==> src/rtl/button_click_decoder_if.sv <==
// Mouse-side inputs, game-FSM enables and decoded command/highlight outputs of
// the button click decoder, bundled so the decoder and its driver share one port.
interface button_click_decoder_if;
  logic [11:0] xpos;
  logic [11:0] ypos;
  logic        left;
  logic        deal_en;
  logic        hit_en;
  logic        stand_en;
  logic        deal_cmd;
  logic        hit_cmd;
  logic        stand_cmd;
  logic [1:0]  hover;
  logic [1:0]  armed;

  modport master (
    output xpos, ypos, left, deal_en, hit_en, stand_en,
    input  deal_cmd, hit_cmd, stand_cmd, hover, armed
  );

  modport slave (
    input  xpos, ypos, left, deal_en, hit_en, stand_en,
    output deal_cmd, hit_cmd, stand_cmd, hover, armed
  );
endinterface

==> src/rtl/button_click_decoder.sv <==
// Decodes pointer position and left-button edges into DEAL/HIT/STAND pulses plus hover/armed.
// Latency: cmd 2 edges after release sample, hover 3 cycles from xpos/ypos; no backpressure.
module button_click_decoder #(
  parameter int BTN1_X          = 100,
  parameter int BTN2_X          = 300,
  parameter int BTN3_X          = 500,
  parameter int BTN_Y           = 400,
  parameter int BTN_W           = 100,
  parameter int BTN_H           = 50,
  parameter int COOLDOWN_CYCLES = 650_000
) (
  input  logic                  clk,
  input  logic                  rst,
  button_click_decoder_if.slave bus
);

  localparam int CNT_W = $clog2(COOLDOWN_CYCLES + 1);
  localparam logic [CNT_W-1:0] CNT_LOAD = CNT_W'(COOLDOWN_CYCLES - 1);

  localparam logic [12:0] X1  = 13'(BTN1_X);
  localparam logic [12:0] X2  = 13'(BTN2_X);
  localparam logic [12:0] X3  = 13'(BTN3_X);
  localparam logic [12:0] Y0  = 13'(BTN_Y);
  localparam logic [12:0] W13 = 13'(BTN_W);
  localparam logic [12:0] H13 = 13'(BTN_H);

  typedef enum logic [1:0] {
    IDLE     = 2'd0,
    ARMED    = 2'd1,
    COOLDOWN = 2'd2
  } state_t;

  // Two-stage input pipeline; l3 is left one cycle behind s2 for edge detection.
  logic [11:0] s1_x, s1_y, s2_x, s2_y;
  logic        s1_left, s2_left, l3;

  always_ff @(posedge clk) begin
    if (rst) begin
      s1_x    <= '0;
      s1_y    <= '0;
      s1_left <= 1'b0;
      s2_x    <= '0;
      s2_y    <= '0;
      s2_left <= 1'b0;
      l3      <= 1'b0;
    end else begin
      s1_x    <= bus.xpos;
      s1_y    <= bus.ypos;
      s1_left <= bus.left;
      s2_x    <= s1_x;
      s2_y    <= s1_y;
      s2_left <= s1_left;
      l3      <= s2_left;
    end
  end

  logic rise;
  logic fall;

  assign rise = s2_left & ~l3;
  assign fall = ~s2_left & l3;

  // Widened to 13 bits so edge + width cannot wrap for 12-bit button origins.
  logic [12:0] x13;
  logic [12:0] y13;

  assign x13 = {1'b0, s2_x};
  assign y13 = {1'b0, s2_y};

  function automatic logic in_btn(input logic [12:0] bx, input logic [12:0] x,
                                  input logic [12:0] y);
    return (x >= bx) && (x < bx + W13) && (y >= Y0) && (y < Y0 + H13);
  endfunction

  logic [1:0] hit_id;

  always_comb begin
    hit_id = 2'd0;
    if (bus.deal_en && in_btn(X1, x13, y13)) begin
      hit_id = 2'd1;
    end else if (bus.hit_en && in_btn(X2, x13, y13)) begin
      hit_id = 2'd2;
    end else if (bus.stand_en && in_btn(X3, x13, y13)) begin
      hit_id = 2'd3;
    end
  end

  state_t           state;
  logic [1:0]       latched;
  logic [CNT_W-1:0] cnt;
  logic             latched_en;
  logic             deal_cmd;
  logic             hit_cmd;
  logic             stand_cmd;
  logic [1:0]       hover;
  logic [1:0]       armed;

  always_comb begin
    latched_en = 1'b0;
    case (latched)
      2'd1:    latched_en = bus.deal_en;
      2'd2:    latched_en = bus.hit_en;
      2'd3:    latched_en = bus.stand_en;
      default: latched_en = 1'b0;
    endcase
  end

  always_ff @(posedge clk) begin
    if (rst) begin
      state     <= IDLE;
      latched   <= 2'd0;
      cnt       <= '0;
      deal_cmd  <= 1'b0;
      hit_cmd   <= 1'b0;
      stand_cmd <= 1'b0;
      hover     <= 2'd0;
      armed     <= 2'd0;
    end else begin
      hover     <= hit_id;
      deal_cmd  <= 1'b0;
      hit_cmd   <= 1'b0;
      stand_cmd <= 1'b0;
      case (state)
        IDLE: begin
          if (rise && (hit_id != 2'd0)) begin
            latched <= hit_id;
            armed   <= hit_id;
            state   <= ARMED;
          end
        end
        ARMED: begin
          // A disabled button never fires, even when the release lands the same cycle.
          if (!latched_en) begin
            armed <= 2'd0;
            state <= IDLE;
          end else if (fall) begin
            armed <= 2'd0;
            if (hit_id == latched) begin
              deal_cmd  <= (latched == 2'd1);
              hit_cmd   <= (latched == 2'd2);
              stand_cmd <= (latched == 2'd3);
              cnt       <= CNT_LOAD;
              state     <= COOLDOWN;
            end else begin
              state <= IDLE;
            end
          end
        end
        COOLDOWN: begin
          if (cnt == '0) begin
            state <= IDLE;
          end else begin
            cnt <= cnt - CNT_W'(1);
          end
        end
        default: begin
          armed <= 2'd0;
          state <= IDLE;
        end
      endcase
    end
  end

  assign bus.deal_cmd  = deal_cmd;
  assign bus.hit_cmd   = hit_cmd;
  assign bus.stand_cmd = stand_cmd;
  assign bus.hover     = hover;
  assign bus.armed     = armed;

endmodule

==> src/flat_wrapper.sv <==
// flat-port wrapper written by rule: the top's interface ports become plain ports
module button_click_decoder_flat 
#(
  parameter int BTN1_X          = 100,
  parameter int BTN2_X          = 300,
  parameter int BTN3_X          = 500,
  parameter int BTN_Y           = 400,
  parameter int BTN_W           = 100,
  parameter int BTN_H           = 50,
  parameter int COOLDOWN_CYCLES = 650_000
)
  (clk, rst, bus_xpos, bus_ypos, bus_left, bus_deal_en, bus_hit_en, bus_stand_en, bus_deal_cmd, bus_hit_cmd, bus_stand_cmd, bus_hover, bus_armed);
  button_click_decoder_if bus_i ();
  input  logic clk;
  input  logic rst;
  input wire logic [$bits(bus_i.xpos)-1:0] bus_xpos;
  input wire logic [$bits(bus_i.ypos)-1:0] bus_ypos;
  input wire logic [$bits(bus_i.left)-1:0] bus_left;
  input wire logic [$bits(bus_i.deal_en)-1:0] bus_deal_en;
  input wire logic [$bits(bus_i.hit_en)-1:0] bus_hit_en;
  input wire logic [$bits(bus_i.stand_en)-1:0] bus_stand_en;
  output wire logic [$bits(bus_i.deal_cmd)-1:0] bus_deal_cmd;
  output wire logic [$bits(bus_i.hit_cmd)-1:0] bus_hit_cmd;
  output wire logic [$bits(bus_i.stand_cmd)-1:0] bus_stand_cmd;
  output wire logic [$bits(bus_i.hover)-1:0] bus_hover;
  output wire logic [$bits(bus_i.armed)-1:0] bus_armed;
  assign bus_i.xpos = bus_xpos;
  assign bus_i.ypos = bus_ypos;
  assign bus_i.left = bus_left;
  assign bus_i.deal_en = bus_deal_en;
  assign bus_i.hit_en = bus_hit_en;
  assign bus_i.stand_en = bus_stand_en;
  assign bus_deal_cmd = bus_i.deal_cmd;
  assign bus_hit_cmd = bus_i.hit_cmd;
  assign bus_stand_cmd = bus_i.stand_cmd;
  assign bus_hover = bus_i.hover;
  assign bus_armed = bus_i.armed;
  button_click_decoder #(.BTN1_X(BTN1_X), .BTN2_X(BTN2_X), .BTN3_X(BTN3_X), .BTN_Y(BTN_Y), .BTN_W(BTN_W), .BTN_H(BTN_H), .COOLDOWN_CYCLES(COOLDOWN_CYCLES)) u_core (.clk(clk), .rst(rst), .bus(bus_i));
endmodule
==> config.mk <==
export PLATFORM = sky130hd
export DESIGN_NAME = button_click_decoder_flat
export DESIGN_NICKNAME = d
export VERILOG_FILES = /design/src/rtl/button_click_decoder_if.sv /design/src/rtl/button_click_decoder.sv /design/src/flat_wrapper.sv
export SDC_FILE = /design/constraint.sdc
export NUM_CORES = 1
export LEC_CHECK = 0
export BUFFER_PORTS_ARGS = -buffer_cell sky130_fd_sc_hd__buf_4
export CAP_MARGIN = 20
export CORE_ASPECT_RATIO = 0.7
export CORE_MARGIN = 3
export CORE_UTILIZATION = 50
export CTS_CLUSTER_SIZE = 30
export DETAILED_ROUTE_END_ITERATION = 8
export MAX_ROUTING_LAYER = met4
export PLACE_DENSITY = 0.69
export SETUP_SLACK_MARGIN = 0.2
export SYNTH_ARGS = -nofsm -noshare
export SYNTH_HDL_FRONTEND = slang
export SYNTH_SLANG_ARGS = --single-unit
==> constraint.sdc <==
create_clock -name clk -period 5.1 [get_ports clk]
set_input_delay 1.02 -clock clk [delete_from_list [all_inputs] [get_ports clk]]
set_output_delay 1.02 -clock clk [all_outputs]
set_load 0.005 [all_outputs]
== Word-level counts from Yosys, hierarchy flattened ==
Cells that the tools add are included.

* Word-level logic and storage cells: 87
* Flip-flop bits (word level): 82
* Input port bits: 30
* Output and inout bits: 7

* Reductions and logical operators: 22
* Equal/unequal tests: 13
* $lt $le $gt $ge: 8
* Muxes and demuxes: 19
* Bitwise operators: 9
* Add/subtract/negate cells: 1

{| class="wikitable"
|+ Operators by type and width
! cell !! count
|-
| 2-to-1 mux 20 bit || 4
|-
| one-hot mux 20 bit (2 select lines) || 1
|-
| >= comparator 12 x 9 -> 1 bit, second input constant || 3
|-
| less-than comparator 12 x 9 -> 1 bit, second input constant || 2
|-
| 2-to-1 mux 2 bit || 11
|-
| logical NOT 20 bit || 1
|-
| subtractor 20 x 1 -> 20 bit, second input constant || 1
|-
| logical AND 1 bit || 13
|-
| >= comparator 12 x 7 -> 1 bit, second input constant || 1
|-
| less-than comparator 12 x 10 -> 1 bit, second input constant || 1
|-
| less-than comparator 12 x 8 -> 1 bit, second input constant || 1
|-
| one-hot mux 2 bit (3 select lines) || 2
|-
| inequality test 2 x 1 -> 1 bit, second input constant || 5
|-
| inverter 1 bit || 7
|-
| equality test 2 bit, second input constant || 3
|-
| AND reduction 3 bit || 2
|-
| AND reduction 5 bit || 1
|-
| OR reduction 5 bit || 1
|-
| equality test 2 x 1 -> 1 bit, second input constant || 2
|-
| nonzero test 2 bit || 2
|-
| inequality test 3 x 2 -> 1 bit, second input constant || 1
|-
| one-hot mux 1 bit (3 select lines) || 1
|-
| bitwise AND 1 bit || 2
|-
| equality test 2 bit || 1
|-
| other kinds (3) || 3
|}

== Longest topological paths before layout ==
Gate-level depths: netlist (run 1).

* Depth after elaboration: 13
* Mapped depth: 9
* Depth with buffers taken out: 8

== Worst setup path after synthesis (run 1) ==
Ideal clock, no wire load.

* Kind: input to register
* Start: in bus_stand_en
* End: reg u_core.cnt[10]
* Library setup time: 117 ps
* Slack: 2,278 ps
* Cell stages on the path: 8
* Arrival: 2,705 ps
* Buffers on the path: 1
* Data required time: 4,983 ps
* Cell sequence: nand3_1 -> nor4b_1 -> o211ai_1 -> a2111o_1 -> nand2_1 -> buf_2 -> nand2_1 -> a32o_1

* Longest elaborated chain between the ends: 7
* Elaborated cells between the ends (all ways): 9
* Those cells by class: eq/ne: 3; mux: 4; reduce/logical: 2

{| class="wikitable"
|+ RTL lines
! item !! line !! source
|-
| start, declared || flat_wrapper.sv:21 || <nowiki>input wire logic [$bits(bus_i.stand_en)-1:0] bus_stand_en;</nowiki>
|-
| logical AND 1 bit || button_click_decoder.sv:83 || <nowiki>end else if (bus.stand_en && in_btn(X3, x13, y13)) begin</nowiki>
|-
| 2-to-1 mux 2 bit || button_click_decoder.sv:83 ||
|-
| 2-to-1 mux 2 bit || button_click_decoder.sv:81 || <nowiki>end else if (bus.hit_en && in_btn(X2, x13, y13)) begin</nowiki>
|-
| 2-to-1 mux 2 bit || button_click_decoder.sv:79 || <nowiki>if (bus.deal_en && in_btn(X1, x13, y13)) begin</nowiki>
|-
| equality test 2 bit || button_click_decoder.sv:138 || <nowiki>if (hit_id == latched) begin</nowiki>
|-
| inequality test 2 x 1 -> 1 bit (no line) || - ||
|-
| AND reduction 5 bit (no line) * || - ||
|-
| end signal, assigned || button_click_decoder.sv:153 || <nowiki>cnt <= cnt - CNT_W'(1);</nowiki>
|-
| end, declared || button_click_decoder.sv:90 || <nowiki>logic [CNT_W-1:0] cnt;</nowiki>
|}

Mark *: on every way between the ends. The rest lies on a longest branch, timed or not.
A chain may end at the register's enable or synchronous reset.

== Final worst setup path (run 1) ==
* Start: in bus_stand_en
* End: reg u_core.cnt[6]

The elaborated chain is that of the path after synthesis.

==> metrics.txt, run 1 <==
Cells after Synth=335; Clk Tree Root Cell=clkbuf_8; R2R setup slack=2.18 ns; r2r endpoint=u_core.cnt[6]; Hold Fails Final Rpt=0; leakage=1.369 nW; CP delay by family, top=simple AND/OR/NAND/NOR gates; library cells used by synthesis=52; Hold WS=0.4324 ns; Worst-path clk slew=0.08 ns; CTS max path bufs=2; Yosys reg bits=76; global placer's final weighted congestion=0.8036; cell mode on critical path=nand2_1; Critical Path AT=3.41 ns; overall power=1.178 mW; WL/cell=13.54 um; Critical Path RT=5.35 ns; measured slew at the worst slew-check pin=0.9188 ns; starting density of the core=53.13%; mean post-synth cell area=9.311 um2; post-route setup slack=1.938 ns; total negative slack=0 ns; Max Cap Viol=0; Congestion Overflow GR=0; footprint of the multi-input gates=1465 um2; WL met1=3209 um; routed wire length=5983 um; post-CTS sizing=0; final cell count without fillers=442; DP Area=3385 um2; worst setup path end=u_core.cnt[6]; Final nets=396; first-pass GRT wire length=10120 um; row cnt=23; share of layout cells above drive strength 1=16.89%; Die W=100.4 um; Power Density=326.1 nW/um2; later-pin clock latency in the skew report=0.35 ns; main area contributors after synthesis=dfxtp_1 (49%), nor2b_1 (9.6%), a21oi_1 (3.4%); Syn-to-layout area delta=15.84%; CP Launch Point=bus_stand_en; Core Util, Final=61.55%; Worst setup SP type=input pin; worst hold path type=reg -> reg; pre-CTS WS=1.593 ns; post-route cell area=3613 um2; FFs w/ async S/R, synth=0%; drt pass-1 iters=4; I/O Buffers=33; RSZ-0062 raised after global routing=false; initial antenna violation count=0; Fillers=520; max-slew violations=0; initial drt markers=173; post-synthesis net count=369; Vias/cell=5.446; fmax=316.3 MHz; Yosys Warn Count=0; list of most frequent post-synthesis cells=dfxtp_1 (76), nor2b_1 (48), nand2_1 (23); FF/Latch Area=1521 um2; largest net degree at the start of global routing=76; top_reg_cell synth=dfxtp_1; CP max-delay cell=nand2_1; Die Area=7238 um2; DRT antenna net count=0; Max Fanout on Critical Path=22; sequential element share of the synthesized area=48.78%; setup bufs post-CTS=0; vias in the first global route=2097; clk sinks=76; total track usage=18.24%; Layout Skew=0.01038 ns; via count=2407; CTS tree=yes; DRC viols=0; WP depth=8; Core ar.=5871 um2; routed wl met3=329 um; met2 wire len=2392 um; area leader, netlist=dfxtp_1; die extent in y=72.09 um; cell with the most instances after synthesis=dfxtp_1; Worst setup EP type=flip-flop; Mapped Area=3119 um2; Tcrit/Tclk final=62.00%; antenna cells=0; slowest stage delay, CP=0.58 ns; Worst slew margin=37.97%; CTS H-tree depth=3; crit path cell chain=buf_4 -> nand3_1 -> nor4b_1 -> o211ai_1 -> a2111o_1 -> nand2_1 -> nand2_1 -> o41ai_1; Setup Crit Path Kind=in -> reg; Post-synth EDFFs=0; peak supply drop=0.2344 mV; worst reg2reg path depth=7; cts bufs inserted=9; worst path bufs/invs=1; Final min period=3.162 ns; placed cell count=426; R2R Path Start=u_core.s2_x[8]; Yosys top cell area share=48.78%; Setup-failing EPs final=0; DPL Wire Length=3980 um; status=complete, no violations; io pins=37; Hold Buf Count CTS=0; top routing layer used=met4
[power by group]
part / leakage (nW) / total (mW) / switching, mW / internal, mW
clock: 0.112 / 0.517 / 0.235 / 0.283
sequential: 0.622 / 0.615 / 0.00600 / 0.609
combinational: 0.635 / 0.0459 / 0.0204 / 0.0255
[state kept, by name, indices dropped and copies added, names as in the netlist, 2 cells and up]
signal            count
u_core.cnt           20
u_core.s1_y          11
u_core.s2_y          11
u_core.s1_x          10
u_core.s2_x          10
u_core.bus.armed      2
u_core.bus.hover      2
u_core.latched        2
u_core.state          2
[logic make-up (layout without fill, tap and decap cells)]
group,count (synthesis),in the layout,synth area share [%]
fa+ha+maj,4,4,1.605
flops,76,76,48.78
mux,1,1,0.3209
compound gates,80,80,19.33
simple gates,142,142,25.71
buf+inv,32,64,4.252
[worst min-delay path by stage]
stage                    start               to  slack [ns]  cells after the start
3_3_place_gp    u_core.s1_x[4]   u_core.s2_x[4]        0.42                      1
3_5_place_dp   u_core.s1_x[10]  u_core.s2_x[10]        0.42                      1
2_1_floorplan   u_core.s1_left   u_core.s2_left        0.41                      1
6_report       u_core.s1_x[10]  u_core.s2_x[10]        0.43                      1
4_1_cts        u_core.s1_x[10]  u_core.s2_x[10]        0.43                      1
5_1_grt         u_core.s1_y[1]   u_core.s2_y[1]        0.44                      1
[routing by layer]
layer  up-vias  track usage (%)
met5         -                -
met2        58            23.27
met1      1091            26.35
met4         0            6.726
li1       1252                -
met3         6            6.052
[cell usage in the layout, fill, tap and decap left out, drive strengths merged, types with 3 or more instances in the layout]
master	instances
a32o	3
a21o	3
o31ai	6
o211ai	3
a21bo	5
or4	4
nor4	3
o21ai	7
nand2	23
nand4	4
o41ai	4
dfxtp	76
o311ai	3
or3	3
and3	4
inv	18
clkbuf	9
a21oi	22
nand2b	7
buf	33
nor2	15
a311oi	7
ha	4
a2111oi	3
nor3	14
nor2b	48
nand3	7
[final cells by class]
cell class / count / share of cell area [%]
clock buffers: 9 / 3.428
well taps: 75 / 2.597
inverters: 15 / 1.558
flip-flops and latches: 76 / 42.11
clock inverters: 7 / 2.909
multi-input cells: 227 / 40.55
repair buffers: 33 / 6.856
No activity file was read; power rests on OpenSTA's default activity.
==> run 2: changes to the inputs <==
--- a/config.mk
+++ b/config.mk
@@ -5,6 +5,7 @@
 export SDC_FILE = /design/constraint.sdc
 export NUM_CORES = 1
 export LEC_CHECK = 0
+export ABC_AREA = 1
 export BUFFER_PORTS_ARGS = -buffer_cell sky130_fd_sc_hd__buf_4
 export CAP_MARGIN = 20
 export CORE_ASPECT_RATIO = 0.7
@@ -13,7 +14,7 @@
 export CTS_CLUSTER_SIZE = 30
 export DETAILED_ROUTE_END_ITERATION = 8
 export MAX_ROUTING_LAYER = met4
-export PLACE_DENSITY = 0.69
+export PLACE_DENSITY = 0.68
 export SETUP_SLACK_MARGIN = 0.2
 export SYNTH_ARGS = -nofsm -noshare
 export SYNTH_HDL_FRONTEND = slang
==> constraint.sdc (replaced) <==
create_clock -name clk -period 3.2 [get_ports clk]
set_input_delay 0.64 -clock clk [delete_from_list [all_inputs] [get_ports clk]]
set_output_delay 0.64 -clock clk [all_outputs]
set_load 0.005 [all_outputs]
==> run 2 against run 1 <==
Cell area is 13% higher. Utilization is 1.9 points lower. Clock-buffer cell count is 2 higher. Sequential cell count stayed put. Total power is 140% higher. Setup slack worse by 1.2 ns. Combinational power grew to 21 times the previous value.
==> metrics.txt, run 2 <==
largest net degree at the start of global routing=40; Clk Tree Root Cell=clkbuf_8; worst path bufs/invs=3; number of flip-flops in the largest register=20; vias in the first global route=2822; Worst setup SP type=flip-flop; WHS Endpoint=u_core.s2_y[3]; I/O Buffers=33; Worst-path clk slew=0.08 ns; main area contributors after synthesis=dfxtp_1 (42%), nor2_1 (12%), inv_1 (9.8%); die extent in y=76.97 um; Worst slew margin=57.12%; Mapped Area=3597 um2; Pint=1.801 mW; list of most frequent post-synthesis cells=nor2_1 (114), inv_1 (94), nand2_1 (91); cell mode on critical path=nand2_1; CTS H-tree depth=3; r2r endpoint=u_core.cnt[19]; worst reg2reg path depth=16; Post-synth EDFFs=0; starting density of the core=52.51%; initial drt markers=224; fmax=406.4 MHz; RSZ-0062 raised after global routing=false; Core ar.=6850 um2; R2R Path Start=u_core.cnt[0]; Tcrit/Tclk final=76.89%; WP depth=16; CTS tree=yes; first-pass GRT wire length=11970 um; post-CTS sizing=0; WL/cell=10.53 um; row cnt=25; Power Density=697.1 nW/um2; Vias/cell=4.789; post-synthesis net count=567; DRT antenna net count=0; max-slew violations=0; largest registers=u_core.cnt x20, u_core.s1_y x11, u_core.s2_y x11; Die Area=8265 um2; Fillers=645; Hold Fails Final Rpt=0; routed wire length=6948 um; cts bufs inserted=9; CP delay by family, top=simple AND/OR/NAND/NOR gates; Setup-failing EPs final=0; Yosys top cell area share=42.30%; worst hold path type=reg -> reg; hold path depth=2; drt pass-1 iters=5; clk sinks=76; peak supply drop=0.4768 mV; slowest stage delay, CP=0.35 ns; Max Fanout on Critical Path=39; power share of the sequential group=39.0%; global placer's final weighted congestion=0.8557; Max Cap Viol=0; Clk pwr share=26.4%; post-route cell area=4089 um2; Hold Buf Count CTS=0; DPL Wire Length=4929 um; NetSw=1.049 mW; share of layout cells above drive strength 1=13.43%; FFs w/ async S/R, synth=0%; total track usage=18.41%; CP max-delay cell=dfxtp_1; Critical Path RT=3.46 ns; Syn-to-layout area delta=13.67%; hold path start=u_core.s1_y[3]; Die W=107.4 um; status=complete, no violations; Yosys Warn Count=0; R2R setup slack=0.74 ns; top_reg_cell synth=dfxtp_1; CTS max path bufs=2; Cells after Synth=533; Final nets=595; Setup Crit Path Kind=reg -> reg; area leader, netlist=dfxtp_1; Final min period=2.460 ns; Comb power frac=34.5%; most frequent cells in the layout=nor2_1 (114), inv_1 (94), nand2_1 (91); crit path cell chain=inv_1 -> ha_1 -> inv_1 -> nor2_2 -> nand2_1 -> nor2_2 -> nand4_2 -> nor2_1 -> nand4_1 -> nor2_1 -> a21oi_2 -> buf_4 -> nand2_1 -> nand2_1 -> nand2_1 -> nor2_1; Reg with most FFs=u_core.cnt; cell with the most instances after synthesis=nor2_1; Congestion Overflow GR=0; via count=3161; Yosys reg bits=76; io pins=37; initial antenna violation count=0; Worst setup EP type=flip-flop; mean post-synth cell area=6.749 um2; sequential element share of the synthesized area=42.30%; total negative slack=0 ns; DP Area=3877 um2; leakage=1.909 nW; antenna cells=0; most common cell after layout, fill and taps aside=nor2_1; later-pin clock latency in the skew report=0.36 ns; setup bufs post-CTS=0; measured slew at the worst slew-check pin=0.6431 ns; Critical Path AT=2.72 ns; DRC viols=0; switching share of total power=36.80%; Layout Skew=0.007697 ns; library cells used by synthesis=30
-- run 2: logic make-up (layout without fill, tap and decap cells) --
family	after synthesis	after routing	share of synthesized area, %
compound gates	53	53	8.870
fa+ha+maj	4	4	1.391
buf+inv	114	147	13.11
flops	76	76	42.30
simple gates	284	284	33.84
xor+xnor	2	2	0.4870
-- run 2: per-layer routing --
| metal | wire length, um | track usage, % |
|---|---|---|
| met1 | 3450 | 23.16 |
| met3 | 446 | 6.981 |
| met5 | 0 | - |
| met2 | 2998 | 27.65 |
| met4 | 53 | 5.422 |
-- run 2: area by class of cell --
type,instances,area [um2],area share [%]
clock inverter,5,60.06,1.469
multi-input combinational,343,1608,39.32
sequential,76,1521,37.21
inverter,94,352.8,8.629
tap,94,117.6,2.876
timing repair buffer,37,277.8,6.793
clock buffer,11,151.4,3.703
-- run 2: power by group through the flow --
stage               Combinational (mW)  Clock (mW)  Sequential, mW
finish                           0.984       0.753            1.11
detailed placement               0.970           0            1.13
global placement                 0.943           0            1.13
CTS                              0.975       0.777            1.11
floorplan                        0.773           0            1.11
global route                      1.13       0.815            1.13
-- run 2: how the worst max path moves through the flow --
| stage | from | to | slack [ns] |
|---|---|---|---|
| finish | u_core.cnt[0] | u_core.cnt[19] | 0.74 |
| global route | u_core.cnt[0] | u_core.cnt[15] | 0.44 |
| global placement | bus_deal_en | u_core.cnt[19] | 0.83 |
| floorplan | u_core.cnt[0] | u_core.cnt[9] | 1.19 |
| CTS | u_core.cnt[0] | u_core.cnt[19] | 0.79 |
| detailed placement | u_core.cnt[0] | u_core.cnt[19] | 0.80 |
-- run 2: worst min-delay path: stages, from the launching register on --
cell	delay, ns
dfxtp_1	0.30
inv_1	0.04
nor2_1	0.03
-- run 2: per-stage QoR --
step / utilization [%] / cells / total power, mW / worst slack (ns) / hold slack (ns)
global placement: 56.60 / 644 / 2.074 / 0.8342 / 0.3928
global route: 59.69 / 660 / 3.072 / 0.4409 / 0.4240
floorplan: - / 533 / 1.882 / 1.192 / 0.3883
detailed placement: 56.60 / 644 / 2.103 / 0.8021 / 0.3929
CTS: 59.69 / 660 / 2.863 / 0.7853 / 0.4036
finish: 59.69 / 660 / 2.850 / 0.7396 / 0.4019
==> run 3: changes to the inputs <==
--- a/config.mk
+++ b/config.mk
@@ -14,7 +14,7 @@
 export CTS_CLUSTER_SIZE = 30
 export DETAILED_ROUTE_END_ITERATION = 8
 export MAX_ROUTING_LAYER = met4
-export PLACE_DENSITY = 0.68
+export PLACE_DENSITY = 0.71
 export SETUP_SLACK_MARGIN = 0.2
 export SYNTH_ARGS = -nofsm -noshare
 export SYNTH_HDL_FRONTEND = slang
==> constraint.sdc (replaced) <==
create_clock -name clk -period 2.2 [get_ports clk]
set_input_delay 0.44 -clock clk [delete_from_list [all_inputs] [get_ports clk]]
set_output_delay 0.44 -clock clk [all_outputs]
set_load 0.005 [all_outputs]
==> run 3 against run 2 <==
The flow now finishes with violations (negative setup slack). Sequential cell count unchanged. Register-to-register slack worse by 0.81 ns. Critical path type unchanged. Total power up 83%. Combinational power rose to 2.5 times the previous value. Wire length up 41%. Cell area up 18%. Clock-buffer cell count up 1.
==> metrics.txt, run 3 (synthesized netlist as in run 2, its figures left out) <==
failing checks=negative setup slack; Syn-to-layout area delta=33.91%; slowest stage delay, CP=0.44 ns; r2r endpoint=u_core.cnt[18]; CP max-delay cell=nor4_1; via count=3661; Critical Path AT=2.55 ns; Die Area=8265 um2; I/O Buffers=33; worst hold path type=in -> reg; Fillers=508; WL/cell=14.14 um; Core Util, Final=70.32%; antenna cells=0; fmax=441.2 MHz; Congestion Overflow GR=0; largest registers=u_core.cnt x20, u_core.s1_y x11, u_core.s2_y x11; CTS H-tree depth=3; Final nets=629; R2R setup slack=-0.07 ns; Layout Skew=0.01348 ns; Worst-path clk slew=0.08 ns; Hold Fails Final Rpt=0; share of layout cells above drive strength 1=27.17%; worst reg2reg path depth=9; crit path cell chain=nor2_1 -> nand2_1 -> nor4_1 -> nand4_1 -> xnor2_1 -> nand2_1 -> nand3_2 -> nand2_1 -> nor2_1; CTS max path bufs=2; initial drt markers=343; R2R Path Start=u_core.cnt[13]; later-pin clock latency in the skew report=0.36 ns; initial antenna violation count=0; cts bufs inserted=9; first-pass GRT wire length=13810 um; DRC viols=0; Setup Crit Path Kind=reg -> reg; die extent in y=76.97 um; Core ar.=6850 um2; largest net degree at the start of global routing=40; Worst slew margin=53.36%; cell mode on critical path=nand2_1; DRT antenna net count=0; vias in the first global route=3080; most frequent cells in the layout=nor2_1 (104), inv_1 (89), nand2_1 (84); Worst setup EP type=flip-flop; total track usage=21.29%; drt pass-1 iters=5; number of flip-flops in the largest register=20; max-slew violations=0; routed wire length=9810 um; post-route setup slack=-0.06644 ns; RSZ-0062 raised after global routing=true; Clk Tree Root Cell=clkbuf_8; Hold Buf Count CTS=0; DPL Wire Length=4889 um; Max Fanout on Critical Path=5; hold path depth=3; Setup-failing EPs final=3; leakage=2.215 nW; Critical Path RT=2.48 ns; Tcrit/Tclk final=103.0%; global placer's final weighted congestion=0.9348; CTS tree=yes; Vias/cell=5.275; Power Density=1084 nW/um2; WHS Endpoint=u_core.s1_y[5]; clk sinks=76; Worst setup SP type=flip-flop; peak supply drop=0.6785 mV; row cnt=25; most common cell after layout, fill and taps aside=nor2_1; Reg with most FFs=u_core.cnt; Max Cap Viol=0; pre-CTS WS=0.09442 ns; starting density of the core=52.51%; status=finished, violations left; Final min period=2.266 ns; hold path start=bus_ypos[5]; io pins=37; Die W=107.4 um; measured slew at the worst slew-check pin=0.6988 ns
-- run 3: cell count changes in the layout (fill, tap and decap cells not counted), sizes merged --
cell      previous run  this run
buf                 37        66
clkbuf              11        17
clkinvlp             4         1
clkinv               0         2
-- run 3: layer usage --
metal,part of all wire [%],wire (um),global-route usage (%),up-vias
met3,9.0,881,6.476,46
met1,43,4194,27.79,1632
met5,0,0,-,-
li1,-,-,-,1770
met2,46,4493,32.33,213
met4,2.5,241,5.549,0
-- run 3: through the flow --
step	cell area, um2	hold slack (ns)	setup TNS, ns	cells	power, mW
floorplan	3608	0.3883	0	533	2.754
global placement	3956	0.3933	0	649	3.124
detailed placement	3956	0.3916	0	649	3.174
CTS	4464	0.2762	0	684	4.764
global route	4817	0.2646	-1.755	694	5.494
finish	4817	0.2802	-0.1377	694	5.220
-- run 3: worst max-delay path by stage --
stage / from / endpoint / slack (ns) / cells past startpoint
6_report: u_core.cnt[13] / u_core.cnt[18] / -0.07 / 9
5_1_grt: u_core.cnt[1] / u_core.cnt[16] / -0.12 / 16
4_1_cts: u_core.cnt[0] / u_core.cnt[10] / 0.14 / 16
2_1_floorplan: u_core.cnt[0] / u_core.cnt[9] / 0.21 / 15
3_5_place_dp: u_core.cnt[1] / u_core.cnt[1] / 0.09 / 14
3_3_place_gp: u_core.cnt[0] / u_core.cnt[6] / 0.13 / 14
-- run 3: power by group --
group	switching [mW]	total (mW)	internal (mW)
clock network	0.525	1.11	0.583
logic	1.39	2.47	1.09
registers	0.137	1.64	1.50
-- run 3: critical path, delay by kind of cell, from the launching register on --
kind / cells / cell delay (ns)
XOR/XNOR: 1 / 0.25
flip-flops: 1 / 0.38
AND/OR/NAND/NOR: 8 / 1.57
-- run 3: what timing repair did --
item | CTS | global route
gates cloned | 4 | 6
setup endpoints to repair | 25 | 26
buffers inserted | 15 | 4
pin swaps | 7 | 23
gates resized for setup | 25 | 46
-- run 3: layout make-up --
cell class	count	area [um2]	area share, %
Timing Repair Buffer	71	778.2	16.16
Tap cell	94	117.6	2.442
Clock inverter	4	47.55	0.9870
Multi-Input combinational cell	343	1834	38.08
Inverter	94	355.3	7.377
Sequential cell	76	1529	31.74
Clock buffer	12	155.1	3.221
